$ cat src/rtl/prio_scan_encoder.sv
// rtl/prio_scan_encoder.sv - sequential priority scan encoder over a valid/ready stream
//
// Captures an N-bit request vector and emits the index of every set bit,
// one per accepted transfer, lowest index first (fixed) or starting at a
// rotating pointer (round-robin).
//
// Ports:
//   clk          clock, all state on rising edge
//   rst_n        synchronous active-low reset
//   load_valid   request vector offered
//   load_ready   block can accept a vector (IDLE)
//   load_vec     request vector, bit i = request i
//   out_valid    out_idx holds a pending request index
//   out_ready    consumer accepts out_idx
//   out_idx      index of selected pending request
//   out_last     selected request is the only one pending
//   pending_cnt  number of set bits still pending
//   zero_load    one-cycle pulse after an all-zero vector was accepted
module prio_scan_encoder #(
   parameter int N           = 12,
   parameter int IDXW        = 4,
   parameter int CNTW        = 4,
   parameter int ROUND_ROBIN = 0
) (
   input  logic            clk,
   input  logic            rst_n,
   input  logic            load_valid,
   output logic            load_ready,
   input  logic [N-1:0]    load_vec,
   output logic            out_valid,
   input  logic            out_ready,
   output logic [IDXW-1:0] out_idx,
   output logic            out_last,
   output logic [CNTW-1:0] pending_cnt,
   output logic            zero_load
);

   typedef enum logic [0:0] {IDLE, SCAN} state_t;

   state_t          state;
   state_t          state_nxt;
   logic [N-1:0]    pending;
   logic [IDXW-1:0] rr_ptr;
   logic            zero_load_q;

   logic [IDXW-1:0] sel_lo;
   logic [IDXW-1:0] sel_rr;
   logic            has_rr;
   logic [IDXW-1:0] sel_idx;
   logic [N-1:0]    clr_mask;
   logic [CNTW-1:0] cnt;
   logic            accept;
   logic            xfer;

   // Scanning from the top down leaves the lowest qualifying index in each
   // candidate; the round-robin candidate only considers indices at or
   // above rr_ptr and falls back to the plain lowest index when none exist.
   always_comb begin
      sel_lo = '0;
      sel_rr = '0;
      has_rr = 1'b0;
      for (int i = N - 1; i >= 0; i--) begin
         if (pending[i]) begin
            sel_lo = IDXW'(i);
            if (IDXW'(i) >= rr_ptr) begin
               sel_rr = IDXW'(i);
               has_rr = 1'b1;
            end
         end
      end
      if (ROUND_ROBIN != 0 && has_rr) begin
         sel_idx = sel_rr;
      end else begin
         sel_idx = sel_lo;
      end
   end

   always_comb begin
      cnt      = '0;
      clr_mask = '0;
      for (int i = 0; i < N; i++) begin
         cnt         = cnt + CNTW'(pending[i]);
         clr_mask[i] = (sel_idx == IDXW'(i));
      end
   end

   // Next-state and handshake outputs
   always_comb begin
      state_nxt  = state;
      load_ready = 1'b0;
      out_valid  = 1'b0;
      case (state)
         IDLE: begin
            load_ready = 1'b1;
            if (load_valid && (load_vec != '0)) begin
               state_nxt = SCAN;
            end
         end
         SCAN: begin
            out_valid = (pending != '0);
            if (out_valid && out_ready && (cnt == CNTW'(1))) begin
               state_nxt = IDLE;
            end
         end
         default: state_nxt = IDLE;
      endcase
   end

   assign accept      = load_ready && load_valid;
   assign xfer        = out_valid && out_ready;
   assign out_idx     = sel_idx;
   assign out_last    = (cnt == CNTW'(1));
   assign pending_cnt = cnt;
   assign zero_load   = zero_load_q;

   always_ff @(posedge clk) begin
      if (!rst_n) begin
         state       <= IDLE;
         pending     <= '0;
         rr_ptr      <= '0;
         zero_load_q <= 1'b0;
      end else begin
         state       <= state_nxt;
         zero_load_q <= accept && (load_vec == '0);
         if (accept) begin
            pending <= load_vec;
         end else if (xfer) begin
            pending <= pending & ~clr_mask;
         end
         // rr_ptr persists across loads; only reset clears it
         if (ROUND_ROBIN != 0 && xfer) begin
            rr_ptr <= (sel_idx == IDXW'(N - 1)) ? '0 : sel_idx + IDXW'(1);
         end
      end
   end

endmodule

$ cat config.mk
export PLATFORM = sky130hd
export DESIGN_NAME = prio_scan_encoder
export DESIGN_NICKNAME = d
export VERILOG_FILES = /design/src/rtl/prio_scan_encoder.sv
export SDC_FILE = /design/constraint.sdc
export NUM_CORES = 1
export LEC_CHECK = 0
export BUFFER_PORTS_ARGS = -buffer_cell sky130_fd_sc_hd__buf_4
export CAP_MARGIN = 40
export CORE_UTILIZATION = 50
export DETAILED_ROUTE_END_ITERATION = 6
export PLACE_DENSITY = 0.82
export SLEW_MARGIN = 5
export SYNTH_ARGS = -nofsm -noshare
export SYNTH_HDL_FRONTEND = slang
export SYNTH_SLANG_ARGS = --single-unit
$ cat constraint.sdc
create_clock -name clk -period 10.2 [get_ports clk]
set_input_delay 1.02 -clock clk [delete_from_list [all_inputs] [get_ports clk]]
set_output_delay 1.02 -clock clk [all_outputs]
set_load 0.005 [all_outputs]
# Yosys cells after proc, flatten, opt, wreduce, memory -nomap -nowiden
# Cells that the tools add are included.
word_totals:
  regBits: 14
  input_bits: 16
  word_cells: 59
op_classes:
  muxes: 19
  n_eq_ne: 12
  reduce_logical: 11
  add_sub_neg: 11
  n_bitwise: 3
ops:
  columns: ["op", "count"]
  rows:
  - ["two-way mux 4 bit", 12]
  - ["adder 4 x 1 -> 4 bit", 8]
  - ["two-way mux 12 bit", 2]
  - ["nonzero test 12 bit", 2]
  - ["== test 4 x 3 -> 1 bit, second input constant", 4]
  - ["== test 4 bit, second input constant", 4]
  - ["bitwise AND 12 bit", 1]
  - ["zero test 12 bit", 1]
  - ["NOT 12 bit", 1]
  - ["== test 4 x 1 -> 1 bit, second input constant", 2]
  - ["== test 4 x 2 -> 1 bit, second input constant", 2]
  - ["logical AND 1 bit", 6]
  - ["adder 3 x 1 -> 4 bit", 1]
  - ["zero test 4 bit", 1]
  - ["two-way mux 1 bit", 4]
  - ["adder 2 x 1 -> 3 bit", 1]
  - ["adder 1 x 1 -> 2 bit", 1]
  - ["one-hot mux 1 bit (2 select lines)", 1]
  - ["nonzero test 2 bit", 1]
  - ["NOT 1 bit", 1]

# Depth between registers and ports, before layout
# Gate-level depths: netlist of the first run.
depth:
  ltp_word: 17
  depth_mapped: 12
  mapped_depth_nobuf: 12

# Worst setup path after synthesis of the first run
# OpenSTA, ideal clock, no wires.
synth_path:
  kind: "register -> output"
  startpoint: "register pending[0]"
  endpoint: "output port out_last"
  stages_incl_launch_ff: 12
  required_time_ps: 9180
  n_path_buf: 0
  arrival_time_ps: 3380
  slack_ps: 5800
  path_cell_list: "dfxtp_1 inv_1 fa_1 fa_1 fa_1 fa_1 inv_1 ha_1 inv_1 fa_1 xnor2_1 nor3_1"
synth_via:
  elab_chain_cells: 12
synth_lines:
  columns: ["element", "line", "rtl"]
  rows:
  - ["from (decl)", "42", "logic [N-1:0] pending;"]
  - ["from (signal assigned)", "126", "pending <= load_vec;"]
  - ["from (signal assigned)", "128", "pending <= pending & ~clr_mask;"]
  - ["adder 1 x 1 -> 2 bit", "82", "cnt = cnt + CNTW'(pending[i]);"]
  - ["adder 2 x 1 -> 3 bit", "82", null]
  - ["adder 3 x 1 -> 4 bit", "82", null]
  - ["adder 4 x 1 -> 4 bit (8 in series)", "82", null]
  - ["net pending_cnt[2]", "34", "output logic [CNTW-1:0] pending_cnt,"]
  - ["== test 4 x 1 -> 1 bit", "112", "assign out_last = (cnt == CNTW'(1));"]
  - ["to (decl)", "33", "output logic out_last,"]
# The timed path passes the listed nets, and every way through them passes these cells.

# Worst setup path after layout of the first run
layout_path:
  startpoint: "register pending[0]"
  endpoint: "output port out_last"
layout_via:
  elab_chain_cells: 12
layout_lines:
  columns: ["element", "line"]
  rows:
  - ["adder 1 x 1 -> 2 bit", "82"]
  - ["adder 2 x 1 -> 3 bit", "82"]
  - ["adder 3 x 1 -> 4 bit", "82"]
  - ["adder 4 x 1 -> 4 bit (8 in series)", "82"]
  - ["== test 4 x 1 -> 1 bit", "112"]
# No other way between the ends.

==> flow_summary.yaml, run 1 <==
yosys:
  yosysTopAreaCellShare_pct: 25.2
  post_synth_edffs: 0
  yosys_most_used_dff: "sky130_fd_sc_hd__dfxtp_1"
  synth_seq_area_share_pct: 25.2
  mappedNetlistNets: 162
  yosys_warnings: 0
  ys_seq_elements: 14
  cell_area_after_synthesis_um2: 1110
  syn_area_per_cell_um2: 8.31
  ys_types: 32
  synthDominantAreaCellType: "sky130_fd_sc_hd__dfxtp_1"
  synthCells: 134
  synth_top_cells_by_area: "sky130_fd_sc_hd__dfxtp_1 25%, sky130_fd_sc_hd__fa_1 13%, sky130_fd_sc_hd__inv_1 7.4%"
  asyncSetResetFlopFracSynth_pct: 0
placed_design:
  hpwl_um: 2420
  port-buffer-count: 27
  globalplace.congestion: 0.958
finish:
  design.final.nets: 192
  final_layout_size_suffix_gt1_share_pct: 22.2
  utilization_of_the_core_after_routing_pct: 67.7
  fill_cells: 181
  area_delta_synth_final_pct: 22.9
  antenna-diode-count: 0
  layout_commonest_cell: "sky130_fd_sc_hd__buf_4"
  top_library_cells_by_usage_in_the_layout_fill_and_taps_aside: "28 x sky130_fd_sc_hd__buf_4, 22 x sky130_fd_sc_hd__inv_1, 14 x sky130_fd_sc_hd__dfxtp_1"
sta:
  layout_min_cycle_time_ns: 4.99
  max_slew.worst_pin.slew_ns: 0.588
  slew_violations: 0
  rsz_0062_raised_after_global_routing: "no"
  final-setup-viol-count: 0
  min_period_over_period_pct: 49.0
  finalHoldViolations: 0
  clock-skew-final_ns: 0.00114
  aggregate_negative_setup_slack_ns: 0
  max_freq_mhz: 200
  maxSlewHeadroom_pct: 60.4
setup_path:
  critical_path.slowest_cell: "sky130_fd_sc_hd__fa_1"
  cp-end-kind: "output pin"
  worst-endpoint-required_ns: 9.18
  critical_path.startpoint_type: "register"
  timing.critical_path.fanout_max: 4
  worst_path_dominant_cell_family: "adder cells"
  critPathKind: "register to output pin"
  critical-path-max-stage-delay_ns: 0.58
  crit_chain: "inv_1 -> fa_1 -> fa_1 -> fa_1 -> fa_1 -> inv_1 -> ha_1 -> inv_1 -> fa_1 -> xnor2_1 -> nor3_1 -> buf_4"
  crit_path_frequent_cell: "sky130_fd_sc_hd__fa_1"
  cp_data_arrival_time_ns: 3.97
  number_of_buffers_and_inverters_on_the_critical_path: 4
power:
  pwr_density_cell_nw_per_um2: 153
  worst_ir_drop_vdd_mv: 0.115
  cellLeakagePower_nw: 0.597
global_routing:
  first_global_vias: 1101
  antenna_found_initial: 0
  global_route.overflow_total: 0
  grt_util_all_layers_pct: 27.3
  grt_first_pass_wirelength_um: 4950
  grt_max_degree: 13
cts:
  post_cts_resize_count: 0
  clock-root-buffer: "sky130_fd_sc_hd__clkbuf_4"
  clock_sink_count: 14
  hold_buf_cts: 0
  post_cts_buffers: 0
  cts_made_buffers: 3
  max-clock-path-buffers: 2
  cts_tree: "done"
  htree_levels: 1
  post_cts_clock_slew_at_the_launch_and_capture_registers_of_the_worst_setup_and_hold_paths_ns: 0.09
  clkLatencyLatePin_ns: 0.29
die:
  placement_rows: 16
  die-width_um: 49.2
  initial_utilization_pct: 55.1
  die-height_um: 49.2
  num_io_pins: 28
  core_um2: 2020
  fp.dieArea_um2: 2420
routing:
  postRouteWirelength_um: 2960
  ant_nets_after_route: 0
  first_pass_iters: 6
  avgViaCountPerCell: 5.84
  post_drt_wl_per_cell_um: 15.7
  total_number_of_vias: 1104
  detail_route.drc_violations: 0
  drt_first_iter_violations: 43
outcome:
  run_status: "completed"
min_path:
  hp-class: "register to register"
job:
  cap_violations: 0
-- registers in the layout (all words and copies together), names as in the netlist --
signal,cells
state,1
pending,12
zero_load,1
-- cell type report --
cell class,instances,area (um2),share of cell area (%)
clock buffers,3,22.5,1.65
multi-input cells,95,739,54.0
repair buffers,28,210,15.4
inverters,22,82.6,6.03
well taps,27,33.8,2.47
flip-flops and latches,14,280,20.5
-- worst paths after layout --
check        startpoint         end  slack [ns]  cells past startpoint
max          pending[0]    out_last        5.21                     12
min          pending[1]  pending[1]        0.59                      2
max reg2reg  pending[0]       state        6.45                     12
min reg2reg  pending[1]  pending[1]        0.59                      2
-- power breakdown --
part / internal, mW / switching [mW]
Combinational: 0.0530 / 0.0570
Sequential: 0.0588 / 0.00791
Clock: 0.0138 / 0.0197
Total: 0.126 / 0.0846
-- routing by layer --
| metal | global-route usage, % | share of wire (%) | up-vias |
|---|---|---|---|
| met5 | 0 | 0 | - |
| met3 | 6.23 | 6.8 | 4 |
| met4 | 8.33 | 0.84 | 0 |
| li1 | - | - | 535 |
| met2 | 48.6 | 52 | 60 |
| met1 | 32.2 | 40 | 505 |
-- worst register-to-register path, stage by stage (launching register included) --
cell and delay [ns]:
sky130_fd_sc_hd__dfxtp_1 0.38, sky130_fd_sc_hd__inv_1 0.12, sky130_fd_sc_hd__fa_1 0.58, sky130_fd_sc_hd__fa_1 0.44, sky130_fd_sc_hd__fa_1 0.51, sky130_fd_sc_hd__fa_1 0.41, sky130_fd_sc_hd__inv_1 0.06, sky130_fd_sc_hd__ha_1 0.18
sky130_fd_sc_hd__inv_1 0.06, sky130_fd_sc_hd__fa_1 0.38, sky130_fd_sc_hd__xnor2_1 0.15, sky130_fd_sc_hd__nor3_1 0.25, sky130_fd_sc_hd__a211oi_1 0.10
-- cell families (layout without fill, tap and decap cells) --
family,after synthesis,in the layout,share of synthesized area [%]
adders and majority gates,12,12,18.2
AOI/OAI and AO/OA,32,32,23.0
xor gates and xnor gates,1,1,0.787
and+or+nand+nor,49,49,23.5
DFF,14,14,25.2
buffers and inverters,25,53,8.43
muxes,1,1,0.899
-- Yosys cell counts, types with 3 or more instances --
| master | n |
|---|---|
| sky130_fd_sc_hd__nand2_1 | 12 |
| sky130_fd_sc_hd__clkbuf_1 | 3 |
| sky130_fd_sc_hd__ha_1 | 5 |
| sky130_fd_sc_hd__nand3_1 | 7 |
| sky130_fd_sc_hd__nor3_1 | 3 |
| sky130_fd_sc_hd__nor4_1 | 6 |
| sky130_fd_sc_hd__o31ai_1 | 3 |
| sky130_fd_sc_hd__nor2_1 | 13 |
| sky130_fd_sc_hd__a21oi_1 | 9 |
| sky130_fd_sc_hd__inv_1 | 22 |
| sky130_fd_sc_hd__dfxtp_1 | 14 |
| sky130_fd_sc_hd__fa_1 | 7 |
-- per-stage QoR --
stage	cells	power (mW)	hold slack, ns	cell area, um2	setup slack (ns)
5_1_grt	189	0.226	0.626	1370	4.99
6_report	189	0.210	0.588	1370	5.21
2_1_floorplan	134	0.130	0.520	1110	5.80
4_1_cts	189	0.210	0.587	1370	5.19
3_5_place_dp	186	0.178	0.577	1350	5.53
3_3_place_gp	185	0.172	0.556	1340	5.59
No activity file was read; power rests on OpenSTA's default activity.
==> run 2, diff against run 1 <==
ABC_AREA = 1   (was unset)
CORE_UTILIZATION = 48   (was 50)
PLACE_DENSITY = 0.81   (was 0.82)
clock period = 4.1 ns   (was 10.2 ns; I/O delays follow)
==> flow_summary.yaml, run 2 <==
sta:
  max_slew.worst_pin.slew_ns: 0.498
  clock-skew-final_ns: 0.00747
  rsz_0062_raised_after_global_routing: "yes"
  max_freq_mhz: 239
  fin_hold_ws_ns: 0.319
  worst_slack_ns: -0.0777
  layout_min_cycle_time_ns: 4.18
  final-setup-viol-count: 1
  min_period_over_period_pct: 102
  slew_violations: 0
  finalHoldViolations: 0
  maxSlewHeadroom_pct: 66.8
yosys:
  most_frequently_used_cell_type_in_the_post_synthesis_netlist: "sky130_fd_sc_hd__nand2_1"
  yosys_warnings: 0
  yosys_most_used_dff: "sky130_fd_sc_hd__dfxtp_1"
  post_synth_edffs: 0
  synth_seq_area_share_pct: 23.6
  ys_types: 30
  synthDominantAreaCellType: "sky130_fd_sc_hd__dfxtp_1"
  synth_top_cells_by_area: "sky130_fd_sc_hd__dfxtp_1 24%, sky130_fd_sc_hd__nand2_1 12%, sky130_fd_sc_hd__fa_1 12%"
  asyncSetResetFlopFracSynth_pct: 0
  yosysTopAreaCellShare_pct: 23.6
  syn_area_per_cell_um2: 6.86
  mappedNetlistNets: 201
  synthCells: 173
  yosys-top-cells-count: "39 x sky130_fd_sc_hd__nand2_1, 25 x sky130_fd_sc_hd__inv_1, 14 x sky130_fd_sc_hd__dfxtp_1, 14 x sky130_fd_sc_hd__nor2_1, 10 x sky130_fd_sc_hd__inv_2"
  ys_seq_elements: 14
  cell_area_after_synthesis_um2: 1190
outcome:
  run_status: "finished with violations"
  violations: "setup timing"
finish:
  utilization_of_the_core_after_routing_pct: 64.5
  multi_input_area_um2: 757
  most_flop_heavy_register: "pending"
  antenna-diode-count: 0
  final_layout_size_suffix_gt1_share_pct: 33.3
  sequential_cell_area_um2: 285
  total_non_filler_cell_area_in_the_finished_layout_um2: 1470
  largest_register_ff_count: 12
  layout_commonest_cell: "sky130_fd_sc_hd__nand2_1"
  design.final.nets: 234
  fill_cells: 209
  area_delta_synth_final_pct: 23.7
  top_library_cells_by_usage_in_the_layout_fill_and_taps_aside: "39 x sky130_fd_sc_hd__nand2_1, 29 x sky130_fd_sc_hd__buf_4, 24 x sky130_fd_sc_hd__inv_1"
cts:
  max-clock-path-buffers: 2
  htree_levels: 1
  cts_made_buffers: 3
  clock-root-buffer: "sky130_fd_sc_hd__clkbuf_4"
  post_cts_clock_slew_at_the_launch_and_capture_registers_of_the_worst_setup_and_hold_paths_ns: 0.10
  cts_tree: "done"
  clkLatencyLatePin_ns: 0.29
  clock_sink_count: 14
placed_design:
  port-buffer-count: 27
  detailed_place.area_um2: 1430
  hpwl_um: 2480
  globalplace.congestion: 0.895
power:
  report.power.total_mw: 0.694
  pwr_density_cell_nw_per_um2: 473
  net-switching-power_mw: 0.304
  worst_ir_drop_vdd_mv: 0.359
  cellLeakagePower_nw: 0.737
  comb_power_share_pct: 64.0
  power.internal_mw: 0.390
  switching_share_pct: 43.8
  seq_power_share_pct: 23.8
  clock_power_share_pct: 12.2
die:
  initial_utilization_pct: 52.1
  placement_rows: 17
  num_io_pins: 28
  core_um2: 2280
  die-width_um: 51.7
  die-height_um: 51.7
  fp.dieArea_um2: 2670
setup_path:
  crit_chain: "inv_2 -> fa_1 -> fa_1 -> fa_1 -> fa_1 -> inv_1 -> ha_1 -> inv_1 -> fa_1 -> xnor2_1 -> nor3_2 -> buf_4"
  cp-end-kind: "output pin"
  critPathKind: "register to output pin"
  critical_path.slowest_cell: "sky130_fd_sc_hd__fa_1"
  cp_data_arrival_time_ns: 3.77
  critical-path-max-stage-delay_ns: 0.54
  crit_path_frequent_cell: "sky130_fd_sc_hd__fa_1"
  timing.critical_path.fanout_max: 4
  worst-endpoint-required_ns: 3.69
  critical_path.startpoint_type: "register"
global_routing:
  first_global_vias: 1110
  global_route.overflow_total: 0
  grt-busiest-layer: "met2"
  use_met1_pct: 31.7
  antenna_found_initial: 0
  grt_first_pass_wirelength_um: 4940
  met3_usage_pct: 2.63
  grt_util_all_layers_pct: 25.4
  grt_util_met2_pct: 45.0
  grt_max_degree: 14
routing:
  detail_route.drc_violations: 0
  ant_nets_after_route: 0
  drt_first_iter_violations: 53
  post_drt_wl_per_cell_um: 12.8
  postRouteWirelength_um: 2980
  first_pass_iters: 5
  avgViaCountPerCell: 5.24
  total_number_of_vias: 1216
job:
  cap_violations: 0
min_path:
  hp-class: "input pin to register"
## run 2: cell count changes after synthesis, sizes merged, moves of 3 or more
cell / change
o21ai: +7
clkinv: +3
nor4: -7
inv: +14
nor3: +6
o311ai: -3
nand2: +34
## run 2: cells by family after synthesis
kind of cell / count (synthesis) / synth area share [%]
AO/OA/AOI/OAI: 20 / 10.8
XOR/XNOR: 1 / 0.739
adder cells (fa/ha/maj): 12 / 17.1
buffers and inverters: 40 / 13.0
flip-flops: 14 / 23.6
AND/OR/NAND/NOR: 86 / 34.8
## run 2: through the flow
step	instances	setup slack, ns	setup TNS (ns)
2_1_floorplan	173	0.307	0
3_3_place_gp	228	0.147	0
3_5_place_dp	228	0.0368	0
4_1_cts	232	-0.0800	-0.0800
5_1_grt	232	-0.208	-0.288
6_report	232	-0.0777	-0.0777
## run 2: worst max-delay path: cells and delay by family, from the launching register on
| kind | cells | cell delay (ns) |
|---|---|---|
| flops | 1 | 0.35 |
| xor+xnor | 1 | 0.16 |
| simple gates | 1 | 0.21 |
| fa+ha+maj | 6 | 2.41 |
| buf+inv | 4 | 0.32 |
## run 2: power groups by stage
stage	clock, mW	sequential, mW	combinational (mW)
after floorplan	0	0.165	0.264
after global placement	0	0.167	0.406
after detailed placement	0	0.168	0.424
after CTS	0.0820	0.165	0.448
after global routing	0.0851	0.168	0.494
final	0.0850	0.165	0.444
## run 2: final timing paths
check / from / to / slack, ns / depth (start not counted)
max: pending[1] / out_last / -0.08 / 12
min: load_vec[1] / pending[1] / 0.32 / 3
max reg2reg: pending[1] / state / 0.31 / 15
min reg2reg: pending[0] / pending[0] / 0.48 / 2
## run 2: layer usage
layer | up-vias | share of wire (%)
met5 | - | 0
met4 | 0 | 1.3
met3 | 6 | 6.8
met2 | 52 | 50
met1 | 553 | 42
li1 | 605 | -
## run 2: final cells by class
class	instances	share of cell area, %
Multi-Input combinational cell	119	51.6
Sequential cell	14	19.4
Timing Repair Buffer	29	14.8
Inverter	39	10.2
Tap cell	28	2.39
Clock buffer	3	1.53
## run 2: repair_timing
| action | CTS | global route |
|---|---|---|
| gates resized for setup | 6 | 0 |
| pin swaps | 2 | 0 |
| hold buffers | 0 | 0 |
| buffers inserted | 1 | 0 |
| setup endpoints to repair | 1 | 2 |
